**src/rtl/alu_op_issue_if.sv**
```systemverilog
// alu_op_issue_if: fetch-side handshake and decoded-result bus for alu_op_issue.
// illegal_cnt_o exists only when ILLEGAL_COUNT_EN is defined.
interface alu_op_issue_if #(
    parameter int CNT_W = 16
);
    logic        in_valid_i;
    logic        in_ready_o;
    logic [31:0] instr_i;
    logic        out_valid_o;
    logic        out_ready_i;
    logic [2:0]  ALUCtr_o;
    logic [4:0]  rs1_o;
    logic [4:0]  rs2_o;
    logic [4:0]  rd_o;
    logic [31:0] imm_o;
    logic        alu_src_o;
    logic        reg_write_o;
    logic        illegal_o;
`ifdef ILLEGAL_COUNT_EN
    logic [CNT_W-1:0] illegal_cnt_o;
`endif

    // Driver side (fetch / testbench / ID-EX consumer)
    modport master (
        output in_valid_i, instr_i, out_ready_i,
        input  in_ready_o, out_valid_o, ALUCtr_o, rs1_o, rs2_o, rd_o, imm_o,
               alu_src_o, reg_write_o, illegal_o
`ifdef ILLEGAL_COUNT_EN
        , input illegal_cnt_o
`endif
    );

    // Decode/issue stage side
    modport slave (
        input  in_valid_i, instr_i, out_ready_i,
        output in_ready_o, out_valid_o, ALUCtr_o, rs1_o, rs2_o, rd_o, imm_o,
               alu_src_o, reg_write_o, illegal_o
`ifdef ILLEGAL_COUNT_EN
        , output illegal_cnt_o
`endif
    );
endinterface

```
**src/rtl/alu_op_issue.sv**
```systemverilog
// alu_op_issue: RV32 ALU-op decode into a 2-entry skid buffer with a registered
// in_ready_o. Optional saturating illegal-pop counter under ILLEGAL_COUNT_EN.
module alu_op_issue #(
    parameter int DEPTH = 2,   // only 2 is supported (1-bit pointers)
    parameter int CNT_W = 16
) (
    input  logic             clk_i,
    input  logic             rst_i,
    input  logic             flush_i,
    alu_op_issue_if.slave    bus
);
    typedef struct packed {
        logic [2:0]  alu_ctr;
        logic [4:0]  rs1;
        logic [4:0]  rs2;
        logic [4:0]  rd;
        logic [31:0] imm;
        logic        alu_src;
        logic        reg_write;
        logic        illegal;
    } entry_t;

    localparam logic [6:0] OP_R = 7'b0110011;
    localparam logic [6:0] OP_I = 7'b0010011;

    entry_t     dec;
    entry_t     mem [DEPTH];
    entry_t     head;
    logic       wr_ptr, rd_ptr;
    logic [1:0] count, count_nxt;
    logic       in_rdy_q;
    logic       acc, pop, out_valid;

    wire [6:0] op = bus.instr_i[6:0];
    wire [2:0] f3 = bus.instr_i[14:12];
    wire [6:0] f7 = bus.instr_i[31:25];

    // Combinational decode of the incoming instruction
    always_comb begin
        dec         = '0;
        dec.illegal = 1'b1;
        dec.rs1     = bus.instr_i[19:15];
        dec.rd      = bus.instr_i[11:7];
        if (op == OP_R) begin
            if (f7 == 7'b0000000) begin
                case (f3)
                    3'b111: begin dec.alu_ctr = 3'b000; dec.illegal = 1'b0; end
                    3'b100: begin dec.alu_ctr = 3'b001; dec.illegal = 1'b0; end
                    3'b001: begin dec.alu_ctr = 3'b010; dec.illegal = 1'b0; end
                    3'b000: begin dec.alu_ctr = 3'b011; dec.illegal = 1'b0; end
                    default: ;
                endcase
            end else if (f7 == 7'b0100000 && f3 == 3'b000) begin
                dec.alu_ctr = 3'b100; dec.illegal = 1'b0;
            end else if (f7 == 7'b0000001 && f3 == 3'b000) begin
                dec.alu_ctr = 3'b101; dec.illegal = 1'b0;
            end
            if (!dec.illegal) dec.rs2 = bus.instr_i[24:20];
        end else if (op == OP_I) begin
            if (f3 == 3'b000) begin
                dec.alu_ctr = 3'b110;
                dec.imm     = {{20{bus.instr_i[31]}}, bus.instr_i[31:20]};
                dec.alu_src = 1'b1;
                dec.illegal = 1'b0;
            end else if (f3 == 3'b101 && f7 == 7'b0100000) begin
                dec.alu_ctr = 3'b111;
                dec.imm     = {27'd0, bus.instr_i[24:20]};
                dec.alu_src = 1'b1;
                dec.illegal = 1'b0;
            end
        end
        dec.reg_write = !dec.illegal;
    end

    assign out_valid = (count != 2'd0);
    assign acc       = bus.in_valid_i & in_rdy_q;
    assign pop       = out_valid & bus.out_ready_i;
    assign count_nxt = count + {1'b0, acc} - {1'b0, pop};
    assign head      = mem[rd_ptr];

    // Pointer/occupancy/ready state; flush and reset both empty the buffer
    always_ff @(posedge clk_i) begin
        if (rst_i || flush_i) begin
            wr_ptr   <= 1'b0;
            rd_ptr   <= 1'b0;
            count    <= 2'd0;
            in_rdy_q <= 1'b1;
        end else begin
            if (acc) wr_ptr <= ~wr_ptr;
            if (pop) rd_ptr <= ~rd_ptr;
            count    <= count_nxt;
            in_rdy_q <= (count_nxt < 2'd2);
        end
    end

    // Entry storage; contents are don't-care while invalid (outputs are gated)
    always_ff @(posedge clk_i) begin
        if (!rst_i && !flush_i && acc) mem[wr_ptr] <= dec;
    end

    // Head entry drives the bus; all fields read as zero while empty
    always_comb begin
        bus.in_ready_o  = in_rdy_q;
        bus.out_valid_o = out_valid;
        bus.ALUCtr_o    = out_valid ? head.alu_ctr   : 3'd0;
        bus.rs1_o       = out_valid ? head.rs1       : 5'd0;
        bus.rs2_o       = out_valid ? head.rs2       : 5'd0;
        bus.rd_o        = out_valid ? head.rd        : 5'd0;
        bus.imm_o       = out_valid ? head.imm       : 32'd0;
        bus.alu_src_o   = out_valid ? head.alu_src   : 1'b0;
        bus.reg_write_o = out_valid ? head.reg_write : 1'b0;
        bus.illegal_o   = out_valid ? head.illegal   : 1'b0;
    end

`ifdef ILLEGAL_COUNT_EN
    logic [CNT_W-1:0] ill_cnt;

    // Saturating count of illegal entries actually handed downstream;
    // a pop coinciding with flush is discarded and not counted
    always_ff @(posedge clk_i) begin
        if (rst_i)
            ill_cnt <= '0;
        else if (pop && !flush_i && head.illegal && ill_cnt != '1)
            ill_cnt <= ill_cnt + 1'b1;
    end

    assign bus.illegal_cnt_o = ill_cnt;
`endif
endmodule
```
**src/flat_wrapper.sv**
```systemverilog
// flat-port wrapper written by rule: the top's interface ports become plain ports
module alu_op_issue_flat 
#(
    parameter int DEPTH = 2,                                          
    parameter int CNT_W = 16
)
  (clk_i, rst_i, flush_i, bus_in_valid_i, bus_instr_i, bus_out_ready_i, bus_in_ready_o, bus_out_valid_o, bus_ALUCtr_o, bus_rs1_o, bus_rs2_o, bus_rd_o, bus_imm_o, bus_alu_src_o, bus_reg_write_o, bus_illegal_o);
  alu_op_issue_if #(.CNT_W(CNT_W)) bus_i ();
  input  logic clk_i;
  input  logic rst_i;
  input  logic flush_i;
  input wire logic [$bits(bus_i.in_valid_i)-1:0] bus_in_valid_i;
  input wire logic [$bits(bus_i.instr_i)-1:0] bus_instr_i;
  input wire logic [$bits(bus_i.out_ready_i)-1:0] bus_out_ready_i;
  output wire logic [$bits(bus_i.in_ready_o)-1:0] bus_in_ready_o;
  output wire logic [$bits(bus_i.out_valid_o)-1:0] bus_out_valid_o;
  output wire logic [$bits(bus_i.ALUCtr_o)-1:0] bus_ALUCtr_o;
  output wire logic [$bits(bus_i.rs1_o)-1:0] bus_rs1_o;
  output wire logic [$bits(bus_i.rs2_o)-1:0] bus_rs2_o;
  output wire logic [$bits(bus_i.rd_o)-1:0] bus_rd_o;
  output wire logic [$bits(bus_i.imm_o)-1:0] bus_imm_o;
  output wire logic [$bits(bus_i.alu_src_o)-1:0] bus_alu_src_o;
  output wire logic [$bits(bus_i.reg_write_o)-1:0] bus_reg_write_o;
  output wire logic [$bits(bus_i.illegal_o)-1:0] bus_illegal_o;
  assign bus_i.in_valid_i = bus_in_valid_i;
  assign bus_i.instr_i = bus_instr_i;
  assign bus_i.out_ready_i = bus_out_ready_i;
  assign bus_in_ready_o = bus_i.in_ready_o;
  assign bus_out_valid_o = bus_i.out_valid_o;
  assign bus_ALUCtr_o = bus_i.ALUCtr_o;
  assign bus_rs1_o = bus_i.rs1_o;
  assign bus_rs2_o = bus_i.rs2_o;
  assign bus_rd_o = bus_i.rd_o;
  assign bus_imm_o = bus_i.imm_o;
  assign bus_alu_src_o = bus_i.alu_src_o;
  assign bus_reg_write_o = bus_i.reg_write_o;
  assign bus_illegal_o = bus_i.illegal_o;
  alu_op_issue #(.DEPTH(DEPTH), .CNT_W(CNT_W)) u_core (.clk_i(clk_i), .rst_i(rst_i), .flush_i(flush_i), .bus(bus_i));
endmodule
```
**config.mk**
```make
export PLATFORM = sky130hd
export DESIGN_NAME = alu_op_issue_flat
export DESIGN_NICKNAME = d
export VERILOG_FILES = /design/src/rtl/alu_op_issue_if.sv /design/src/rtl/alu_op_issue.sv /design/src/flat_wrapper.sv
export SDC_FILE = /design/constraint.sdc
export NUM_CORES = 1
export LEC_CHECK = 0
export ABC_AREA = 1
export CAP_MARGIN = 15
export CORE_ASPECT_RATIO = 0.9
export CORE_UTILIZATION = 38
export DETAILED_ROUTE_END_ITERATION = 7
export PLACE_DENSITY = 0.68
export SYNTH_ARGS = -nofsm -noshare
export SYNTH_HDL_FRONTEND = slang
export SYNTH_SLANG_ARGS = --single-unit
```
**constraint.sdc**
```tcl
create_clock -name clk_i -period 3.48 [get_ports clk_i]
set_clock_uncertainty 0.05 [all_clocks]
set_input_delay 0.348 -clock clk_i [delete_from_list [all_inputs] [get_ports clk_i]]
set_output_delay 0.348 -clock clk_i [all_outputs]
set_load 0.005 [all_outputs]
```
==> Implementation_results.wiki, run 1 <==
{| class="wikitable"
! Metric !! Value
|-
| Run status || complete, no violations
|-
| XOR/XNOR Fraction of Synth Area || less than 1%
|-
| WL per Instance || about 13 microns
|-
| ANT nets after route || 0
|-
| Standby leakage power || approximately 0.0017 uW
|-
| Crit path setup slack, layout || 0.950 ns
|-
| Via/cell ratio || ~4.5
|-
| Sinks on the clock net || slightly above 70
|-
| Deepest level of the CTS H-tree || 3
|-
| CP arrival || ~2.1 ns
|-
| Compound-Gate Fraction of Synth Area || around 7.1%
|-
| Dominant combinational cell family by area after synthesis || simple AND/OR/NAND/NOR gates
|-
| Share of total power consumed by net switching || between 20% and 30%
|-
| Number of antenna violations at the first check in global routing || 0
|-
| FMAX || between 0.3 and 0.4 GHz
|-
| Number of DRC violations after detailed routing || 0
|-
| Post-synthesis adder-cell area fraction || 0.760%
|-
| Fillcell total || 740
|-
| Clk slew on worst S/H paths || about 0.070 ns
|-
| Required time at the endpoint of the critical path || between 3 and 4 ns
|-
| Initial detailed-routing violation count || about 110
|-
| Final Setup Violations || 0
|-
| Worst rel slew slack || 35.3%
|-
| Cell taking the most area after synthesis || sky130_fd_sc_hd__edfxtp_1
|-
| Setup repair bufs after CTS || 0
|-
| Via count || 2308
|-
| Sum of routed wire length over all layers || between 6000 and 7000 microns
|-
| Proportion of power drawn by combinational gates || a little over a tenth
|-
| Met1 track utilization from global routing || a little under a fifth
|-
| Starting density of the core || around two fifths
|-
| Multi-input combinational cell area || roughly 900 sq um
|-
| Site Rows || 31
|-
| Int Power || 1380 uW
|-
| Proportion of netlist area held by the largest area contributor || approximately three fifths
|-
| Portion of total power attributed to the clock network || 34.6%
|-
| Master cell of the clock root buffer || sky130_fd_sc_hd__clkbuf_8
|-
| Share of cells above drive strength 1 || a little over a tenth
|-
| Syn avg cell area || between 10 and 15 sq um
|-
| Number of iterations in the first detailed-routing pass || 4
|-
| Endpoint type of the worst setup path || output pin
|-
| Synth Net Count || 355
|-
| Warning count from the yosys run || 0
|-
| HPWL after detailed placement || 4550 microns
|-
| Final worst-path cycle share || between 70% and 80%
|-
| Core Region || between 8000 and 9000 sq um
|-
| Number of max-slew violations in the final report || 0
|-
| Clock latency at the later pin of the worst-skew pair || about 0.33 ns
|-
| Classification of the worst setup path || reg2out
|-
| Largest net degree at the start of global routing || 34
|-
| Maximum resistive drop on vdd || approximately 0.17 mV
|-
| Sequential-to-total area share from yosys stat || between 60 and 70%
|-
| I/O pin total || between 90 and 100
|-
| Gate count of the mapped netlist || 316
|-
| Vertical die dimension || 90.3 microns
|-
| Worst setup slack for register-to-register paths || 1.26 ns
|-
| Cells taking the most area after synthesis || sky130_fd_sc_hd__edfxtp_1, sky130_fd_sc_hd__nand2_1, sky130_fd_sc_hd__a21oi_1, sky130_fd_sc_hd__buf_4, sky130_fd_sc_hd__dfxtp_1
|-
| Number of flops mapped to enable cells by yosys || between 60 and 70
|-
| Class of the worst hold path || reg2reg
|-
| Pwr/cell area || 398 nW/um^2
|-
| Antenna diodes || 0
|-
| Busiest grt layer || met2
|-
| Unrepaired setup endpoints after global routing || false
|-
| Global-route congestion overflow total || 0
|-
| Startpoint type of the worst setup path || register
|-
| # Max-Cap Violations || 0
|-
| Highest fanout seen on the critical path || 19
|-
| Primary FF master, synth || sky130_fd_sc_hd__edfxtp_1
|-
| Distinct cells, synth || 27
|-
| Count of port buffers added during placement || 91
|-
| Capturing element of the worst setup path || bus_rs2_o[0]
|-
| Synth async-reset ratio || 0%
|-
| Relative contribution of sequential cells to total power || between 50% and 60%
|-
| Clk buf depth || 2
|-
| Area delta synth->final || 33.4%
|-
| Routability Congestion || about 0.77
|-
| Global Route met2 Usage || between 20% and 30%
|-
| Hold Vio Cnt, Final || 0
|-
| Worst slack at placement || between 1 and 1.5 ns
|-
| Final core occ || between 50% and 60%
|-
| Worst Tran Pin Value || 0.969 ns
|-
| CTS Buf Count || 9
|-
| Most instantiated cells after synthesis || sky130_fd_sc_hd__nand2_1, sky130_fd_sc_hd__edfxtp_1, sky130_fd_sc_hd__a21oi_1
|-
| Synth Cell Area || 3290 sq um
|-
| Met3 global-route usage || 4.95%
|-
| Period minus WS final || roughly 2.5 ns
|-
| X dimension of the die || roughly 100 microns
|-
| Number of buffers added to fix hold violations after cts || 0
|-
| Number of global-route vias before repair || around 2200
|-
| Mux share of post-synthesis cell area || 0%
|-
| Cells resized by post-CTS repair || 0
|-
| Number of synthesized register bits || 72
|-
| Sw power || ~370 uW
|-
| Number of nets in the final layout || 433
|-
| Area of the die || between 9000 and 10000 sq um
|-
| Wire length of the first global-routing pass || about 11000 microns
|-
| Simple logic cell fraction of the synthesized area || 18.3%
|-
| Start of the worst register-to-register path || u_core.count[0]
|-
| Post-route setup TNS || 0 ns
|-
| R2R Path End || u_core.count[1]
|-
| TritonCTS clock tree || built
|-
| GRT Overall Usage || ~15%
|-
| Most numerous cell in the Yosys netlist || sky130_fd_sc_hd__nand2_1
|-
| Worst-case reg-to-reg path depth || 10
|-
| Area used by sequential logic in the layout || approximately 2100 sq um
|}
-- sequential cells by signal, summed over array words and instances, names as in the netlist, named ones only --
name and flops:
u_core.wr_ptr 1, u_core.rd_ptr 1, u_core.bus.in_ready_o 1, u_core.count 2, u_core.mem 66
-- cell usage in the layout, fill, tap and decap left out, drive strengths merged --
cell type	count
clkdlybuf4s50	91
dfxtp	6
ha	2
or2	1
nand2	92
xnor2	1
edfxtp	66
clkbuf	12
nand3b	1
nand3	10
nor3	2
nor2	28
bufinv	1
a21oi	41
nand4	1
inv	32
o21ai	2
clkinv	4
buf	6
-- area by class of cell --
class	count	share of cell area (%)
sequential	72	47.9
timing repair buffer	97	21.8
clock buffer	12	3.08
inverter	33	2.85
tap	115	3.28
multi-input combinational	181	20.1
clock inverter	4	1.03
-- routing by layer --
metal  wire length [microns]  vias up
li1                        -     1179
met1                    2860     1066
met2                    3320       59
met3                     350        4
met4                      38        0
met5                       0        -
-- power groups by stage --
stage / clock [uW] / sequential, uW / combinational, uW
after floorplan: 0 / 972 / 82.9
after global placement: 0 / 972 / 187
after detailed placement: 0 / 972 / 191
after CTS: 615 / 953 / 192
after global routing: 653 / 954 / 210
final: 605 / 953 / 189
-- critical path, stage by stage (launching register included) --
cell	delay (ns)
sky130_fd_sc_hd__dfxtp_1	0.31
sky130_fd_sc_hd__inv_1	0.35
sky130_fd_sc_hd__buf_4	0.33
sky130_fd_sc_hd__nand2_1	0.07
sky130_fd_sc_hd__a21oi_1	0.19
sky130_fd_sc_hd__clkdlybuf4s50_1	0.54
-- metrics by stage --
stage          power [uW]  std cells  hold WS (ns)  area (sq um)
2_1_floorplan        1060        316         0.381          3290
3_3_place_gp         1160        498         0.394          4210
3_5_place_dp         1160        498         0.402          4210
4_1_cts              1760        514         0.412          4390
5_1_grt              1820        514         0.436          4390
6_report             1750        514         0.408          4390
-- logic make-up (layout without fill, tap and decap cells) --
kind of cell	count (synthesis)	in the layout
flip-flops	72	72
buffers and inverters	63	146
adder cells (fa/ha/maj)	2	2
AND/OR/NAND/NOR	135	135
AO/OA/AOI/OAI	43	43
XOR/XNOR	1	1
-- how the worst min path moves through the flow --
stage                             start            end  slack (ns)  cells past startpoint
final                     u_core.rd_ptr  u_core.rd_ptr        0.41                      1
after global routing      u_core.rd_ptr  u_core.rd_ptr        0.44                      1
after CTS                 u_core.rd_ptr  u_core.rd_ptr        0.41                      1
after detailed placement  u_core.rd_ptr  u_core.rd_ptr        0.40                      1
after global placement    u_core.rd_ptr  u_core.rd_ptr        0.39                      1
after floorplan           u_core.rd_ptr       register        0.38                      1
Note: power is estimated with default switching activity, not from simulation.
==> run 2: changes to the inputs <==
clock period = 2.3 ns   (was 3.48 ns; I/O delays follow)
==> Implementation_results.wiki, run 2 (same netlist as run 1, synthesis figures left out) <==
{| class="wikitable"
! Metric !! Value
|-
| Crit-path most repeated cell || sky130_fd_sc_hd__buf_6
|-
| Number of nets in the final layout || about 440
|-
| CP arrival || ~1.9 ns
|-
| HPWL after detailed placement || between 4000 and 5000 microns
|-
| Site Rows || 31
|-
| Delay-heaviest family, CP || buffers and inverters
|-
| Count of port buffers added during placement || approximately 90
|-
| Design area || roughly 4500 sq um
|-
| Top library cells by usage in the layout, fill and taps aside || sky130_fd_sc_hd__clkdlybuf4s50_1, sky130_fd_sc_hd__nand2_1, sky130_fd_sc_hd__edfxtp_1, sky130_fd_sc_hd__a21oi_1, sky130_fd_sc_hd__inv_1
|-
| Int Power || between 2000 and 2500 uW
|-
| X dimension of the die || approximately 100 microns
|-
| Largest net degree at the start of global routing || 34
|-
| Period minus WS final || 2.17 ns
|-
| Number of iterations in the first detailed-routing pass || 4
|-
| Area delta synth->final || 35.7%
|-
| # Max-Cap Violations || 0
|-
| Relative contribution of sequential cells to total power || between 50% and 60%
|-
| Deepest level of the CTS H-tree || 3
|-
| Hold Vio Cnt, Final || 0
|-
| Share of cells above drive strength 1 || between 10% and 20%
|-
| CTS Buf Count || 9
|-
| Standby leakage power || between 0.0015 and 0.002 uW
|-
| Via count || ~2300
|-
| Run status || complete, no violations
|-
| Final worst-path cycle share || a little over nine tenths
|-
| Sum of buffers and inverters on the critical path || 3
|-
| Sum of routed wire length over all layers || 6630 microns
|-
| Required time at the endpoint of the critical path || between 2 and 2.5 ns
|-
| CP Cell Sequence || buf_6 -> nand2_1 -> a21oi_2 -> buf_6 -> clkdlybuf4s50_1
|-
| Final Setup Violations || 0
|-
| Cell with the biggest individual delay on the critical path || sky130_fd_sc_hd__clkdlybuf4s50_1
|-
| Antenna diodes || 0
|-
| Stage delay of the slowest cell on the critical path || ~0.53 ns
|-
| Pwr/cell area || between 600 and 700 nW/um^2
|-
| Core Region || 8220 sq um
|-
| TritonCTS clock tree || built
|-
| Fillcell total || ~720
|-
| Highest fanout seen on the critical path || 21
|-
| Classification of the worst setup path || reg2out
|-
| Number of buffers added to fix hold violations after cts || 0
|-
| Number of global-route vias before repair || between 2000 and 2500
|-
| Via/cell ratio || about 4.5
|-
| Area of the die || approximately 9000 sq um
|-
| Cell Area, Placed || 4260 sq um
|-
| Routability Congestion || approximately 0.81
|-
| Unrepaired setup endpoints after global routing || false
|-
| Portion of total power attributed to the clock network || 35.3%
|-
| Wire length of the first global-routing pass || about 11000 microns
|-
| Largest registers || u_core.mem: 66 flops, u_core.count: 2 flops
|-
| WL per Instance || roughly 13 microns
|-
| Master cell of the clock root buffer || sky130_fd_sc_hd__clkbuf_8
|-
| Number of flip-flops under the largest register name || 66
|-
| Sinks on the clock net || 72
|-
| Worst Tran Pin Value || around 0.25 ns
|-
| Largest Register || u_core.mem
|-
| Share of total power consumed by net switching || 22.2%
|-
| Maximum resistive drop on vdd || approximately 0.36 mV
|-
| Starting density of the core || 40.0%
|-
| Commonest non-fill, non-tap cell in the layout || sky130_fd_sc_hd__clkdlybuf4s50_1
|-
| Number of antenna violations at the first check in global routing || 0
|-
| ANT nets after route || 0
|-
| Global-route congestion overflow total || 0
|-
| Initial detailed-routing violation count || between 90 and 100
|-
| Worst rel slew slack || between 80 and 90%
|-
| I/O pin total || 92
|-
| Clock latency at the later pin of the worst-skew pair || about 0.34 ns
|-
| Setup repair bufs after CTS || 0
|-
| FMAX || around 0.46 GHz
|-
| Class of the worst hold path || reg2reg
|-
| Proportion of power drawn by combinational gates || a little over a tenth
|-
| Vertical die dimension || around 90 microns
|-
| Clk buf depth || 2
|-
| Number of max-slew violations in the final report || 0
|-
| Sw power || 595 uW
|-
| Post-route setup TNS || 0 ns
|-
| Startpoint type of the worst setup path || register
|-
| Endpoint type of the worst setup path || output pin
|-
| Clk slew on worst S/H paths || about 0.070 ns
|-
| GRT Overall Usage || roughly 16%
|-
| Number of DRC violations after detailed routing || 0
|}
-- run 2: layout make-up --
| class | count | area, sq um | area share [%] |
|---|---|---|---|
| Clock buffer | 10 | 128 | 2.86 |
| Clock inverter | 5 | 58.8 | 1.32 |
| Inverter | 33 | 125 | 2.80 |
| Multi-Input combinational cell | 181 | 892 | 20.0 |
| Sequential cell | 72 | 2100 | 47.1 |
| Tap cell | 115 | 144 | 3.22 |
| Timing Repair Buffer | 100 | 1010 | 22.7 |
-- run 2: per-layer routing --
layer / part of all wire [%] / GRT usage (%) / vias to the layer above
li1: - / - / 1182
met1: 45 / 20.1 / 1044
met2: 49 / 26.5 / 68
met3: 5.2 / 3.10 / 8
met4: 1.6 / 7.25 / 0
met5: 0 / 0 / -
-- run 2: path summary, 6_finish.rpt --
path | start | to | slack [ns] | depth (start not counted)
min | u_core.rd_ptr | u_core.rd_ptr | 0.41 | 1
max | register | bus_imm_o[18] | 0.13 | 5
max reg2reg | u_core.count[0] | u_core.count[1] | 0.58 | 10
min reg2reg | u_core.rd_ptr | u_core.rd_ptr | 0.41 | 1
-- run 2: per-stage QoR --
step / util, % / setup WS (ns) / power (uW) / cells / hold slack, ns
finish: 54.3 / 0.129 / 2680 / 516 / 0.410
global route: 54.3 / 0.00931 / 2800 / 516 / 0.409
CTS: 54.2 / 0.0124 / 2700 / 516 / 0.408
detailed placement: 51.8 / 0.372 / 1760 / 501 / 0.400
global placement: 51.8 / 0.423 / 1760 / 501 / 0.394
floorplan: - / 0.0490 / 1600 / 316 / 0.279
-- run 2: power groups by stage --
stage / Sequential (uW) / Clock [uW] / Combinational [uW]
after floorplan: 1470 / 0 / 127
after global placement: 1470 / 0 / 290
after detailed placement: 1470 / 0 / 293
after CTS: 1440 / 968 / 295
after global routing: 1440 / 1030 / 326
final: 1440 / 947 / 294
-- run 2: what timing repair did --
action                                  in CTS  in global routing
endpoints found under the setup margin       3                 38
hold endpoints to repair                     0                  0
resized for setup                            1                  4
==> run 3: changes to the inputs <==
SETUP_SLACK_MARGIN = 0.5   (was default)
==> Implementation_results.wiki, run 3 (same netlist as run 1, synthesis figures left out) <==
{| class="wikitable"
! Metric !! Value
|-
| Run status || complete, no violations
|-
| Largest Register || u_core.mem
|-
| Clk slew on worst S/H paths || 0.07 ns
|-
| Clk buf depth || 2
|-
| Largest registers || u_core.mem: 66 flops, u_core.count: 2 flops
|-
| Core Region || between 8000 and 9000 sq um
|-
| Initial detailed-routing violation count || around 90
|-
| TritonCTS clock tree || built
|-
| I/O pin total || 92
|-
| # Max-Cap Violations || 0
|-
| Number of antenna violations at the first check in global routing || 0
|-
| Deepest level of the CTS H-tree || 3
|-
| Number of DRC violations after detailed routing || 0
|-
| Count of port buffers added during placement || 91
|-
| Required time at the endpoint of the critical path || between 2 and 2.5 ns
|-
| Startpoint type of the worst setup path || register
|-
| Global-route congestion overflow total || 0
|-
| Worst slack on hold paths || ~0.42 ns
|-
| Via/cell ratio || between 4 and 5
|-
| Sinks on the clock net || between 70 and 80
|-
| Highest fanout seen on the critical path || 5
|-
| Worst rel slew slack || around four fifths
|-
| Starting density of the core || around 40%
|-
| Met1 track utilization from global routing || between 20% and 30%
|-
| Global Route met2 Usage || a little under a third
|-
| Worst-case reg-to-reg path depth || 12
|-
| Area of the die || ~9000 sq um
|-
| Worst Tran Pin Value || ~0.28 ns
|-
| Master cell of the clock root buffer || sky130_fd_sc_hd__clkbuf_8
|-
| Sum of routed wire length over all layers || 7680 microns
|-
| Class of the worst hold path || in2reg
|-
| Number of iterations in the first detailed-routing pass || 4
|-
| Period minus WS final || between 1.5 and 2 ns
|-
| Endpoint type of the worst setup path || output pin
|-
| Unrepaired setup endpoints after global routing || true
|-
| Via count || about 2500
|-
| Maximum resistive drop on vdd || between 0.3 and 0.4 mV
|-
| Worst hold path depth || 1
|-
| HPWL after detailed placement || roughly 4700 microns
|-
| CP arrival || around 1.6 ns
|-
| CTS Buf Count || 9
|-
| Routability Congestion || about 0.84
|-
| Final Setup Violations || 0
|-
| Number of global-route vias before repair || around 2500
|-
| Number of buffers added to fix hold violations after cts || 0
|-
| Site Rows || 31
|-
| Top library cells by usage in the layout, fill and taps aside || sky130_fd_sc_hd__nand2_1, sky130_fd_sc_hd__edfxtp_1, sky130_fd_sc_hd__clkdlybuf4s50_1, sky130_fd_sc_hd__inv_1, sky130_fd_sc_hd__nor2_1
|-
| Fillcell total || about 690
|-
| Share of cells above drive strength 1 || about 29%
|-
| Hold Vio Cnt, Final || 0
|-
| Wire length of the first global-routing pass || 12200 microns
|-
| Pwr/cell area || roughly 570 nW/um^2
|-
| FMAX || roughly 0.52 GHz
|-
| Largest net degree at the start of global routing || 34
|-
| Busiest grt layer || met2
|-
| Commonest non-fill, non-tap cell in the layout || sky130_fd_sc_hd__nand2_1
|-
| Post-route setup TNS || 0 ns
|-
| Area delta synth->final || 47.3%
|-
| Classification of the worst setup path || reg2out
|-
| Number of max-slew violations in the final report || 0
|-
| Antenna diodes || 0
|-
| Number of flip-flops under the largest register name || 66
|-
| Standby leakage power || between 0.002 and 0.0025 uW
|-
| X dimension of the die || around 100 microns
|-
| Final worst-path cycle share || a little over four fifths
|-
| GRT Overall Usage || 17.9%
|-
| Clock latency at the later pin of the worst-skew pair || 0.34 ns
|-
| Vertical die dimension || 90.3 microns
|-
| Number of nets in the final layout || between 400 and 500
|-
| WL per Instance || 14.2 microns
|-
| Met3 global-route usage || around 5.7%
|-
| ANT nets after route || 0
|}
[run 3: area by class of cell]
cell class              count  area [sq um]  share of cell area (%)
clock buffers               9           124                    2.56
clock inverters             7          62.6                    1.29
inverters                  33           135                    2.79
multi-input cells         184          1090                    22.4
flip-flops and latches     72          2110                    43.5
well taps                 115           144                    2.97
repair buffers            120          1190                    24.5
[run 3: final timing paths]
kind	from	to	slack (ns)
worst max-delay path	register	bus_imm_o[15]	0.38
worst min-delay path	bus_instr_i[9]	u_core.mem[0][37]	0.42
worst max register to register	u_core.count[0]	u_core.count[1]	0.46
worst min register to register	u_core.wr_ptr	u_core.wr_ptr	0.42
[run 3: where the power goes]
part / total [uW] / switching (uW) / internal [uW]
clock: 946 / 457 / 489
combinational: 374 / 180 / 194
sequential: 1440 / 8.38 / 1440
[run 3: metal layers]
| metal | share of wire [%] | vias up | routed length, microns |
|---|---|---|---|
| met2 | 51 | 67 | 3940 |
| li1 | - | 1235 | - |
| met5 | 0 | - | 0 |
| met3 | 5.3 | 10 | 407 |
| met4 | 1.3 | 0 | 99 |
| met1 | 42 | 1159 | 3240 |
[run 3: worst max-delay path, cell delays in order (launching register included)]
cell and delay, ns:
sky130_fd_sc_hd__dfxtp_4 0.38, sky130_fd_sc_hd__inv_6 0.09, sky130_fd_sc_hd__nand2_4 0.09, sky130_fd_sc_hd__a21oi_4 0.19
sky130_fd_sc_hd__clkdlybuf4s50_1 0.54
[run 3: stage by stage]
step	cells	utilization [%]	cell area [sq um]	power [uW]	setup WS, ns
2_1_floorplan	316	-	3320	1600	0.514
3_3_place_gp	501	52.0	4270	1770	0.457
3_5_place_dp	501	52.0	4270	1780	0.354
4_1_cts	533	57.3	4710	2750	0.277
5_1_grt	540	58.9	4850	2870	0.314
6_report	540	58.9	4850	2760	0.382
[run 3: timing repair]
item	CTS	global route
resized for setup	75	87
setup buffers	11	6
pin swaps	3	13
setup endpoints to repair	56	37
cloned	5	1
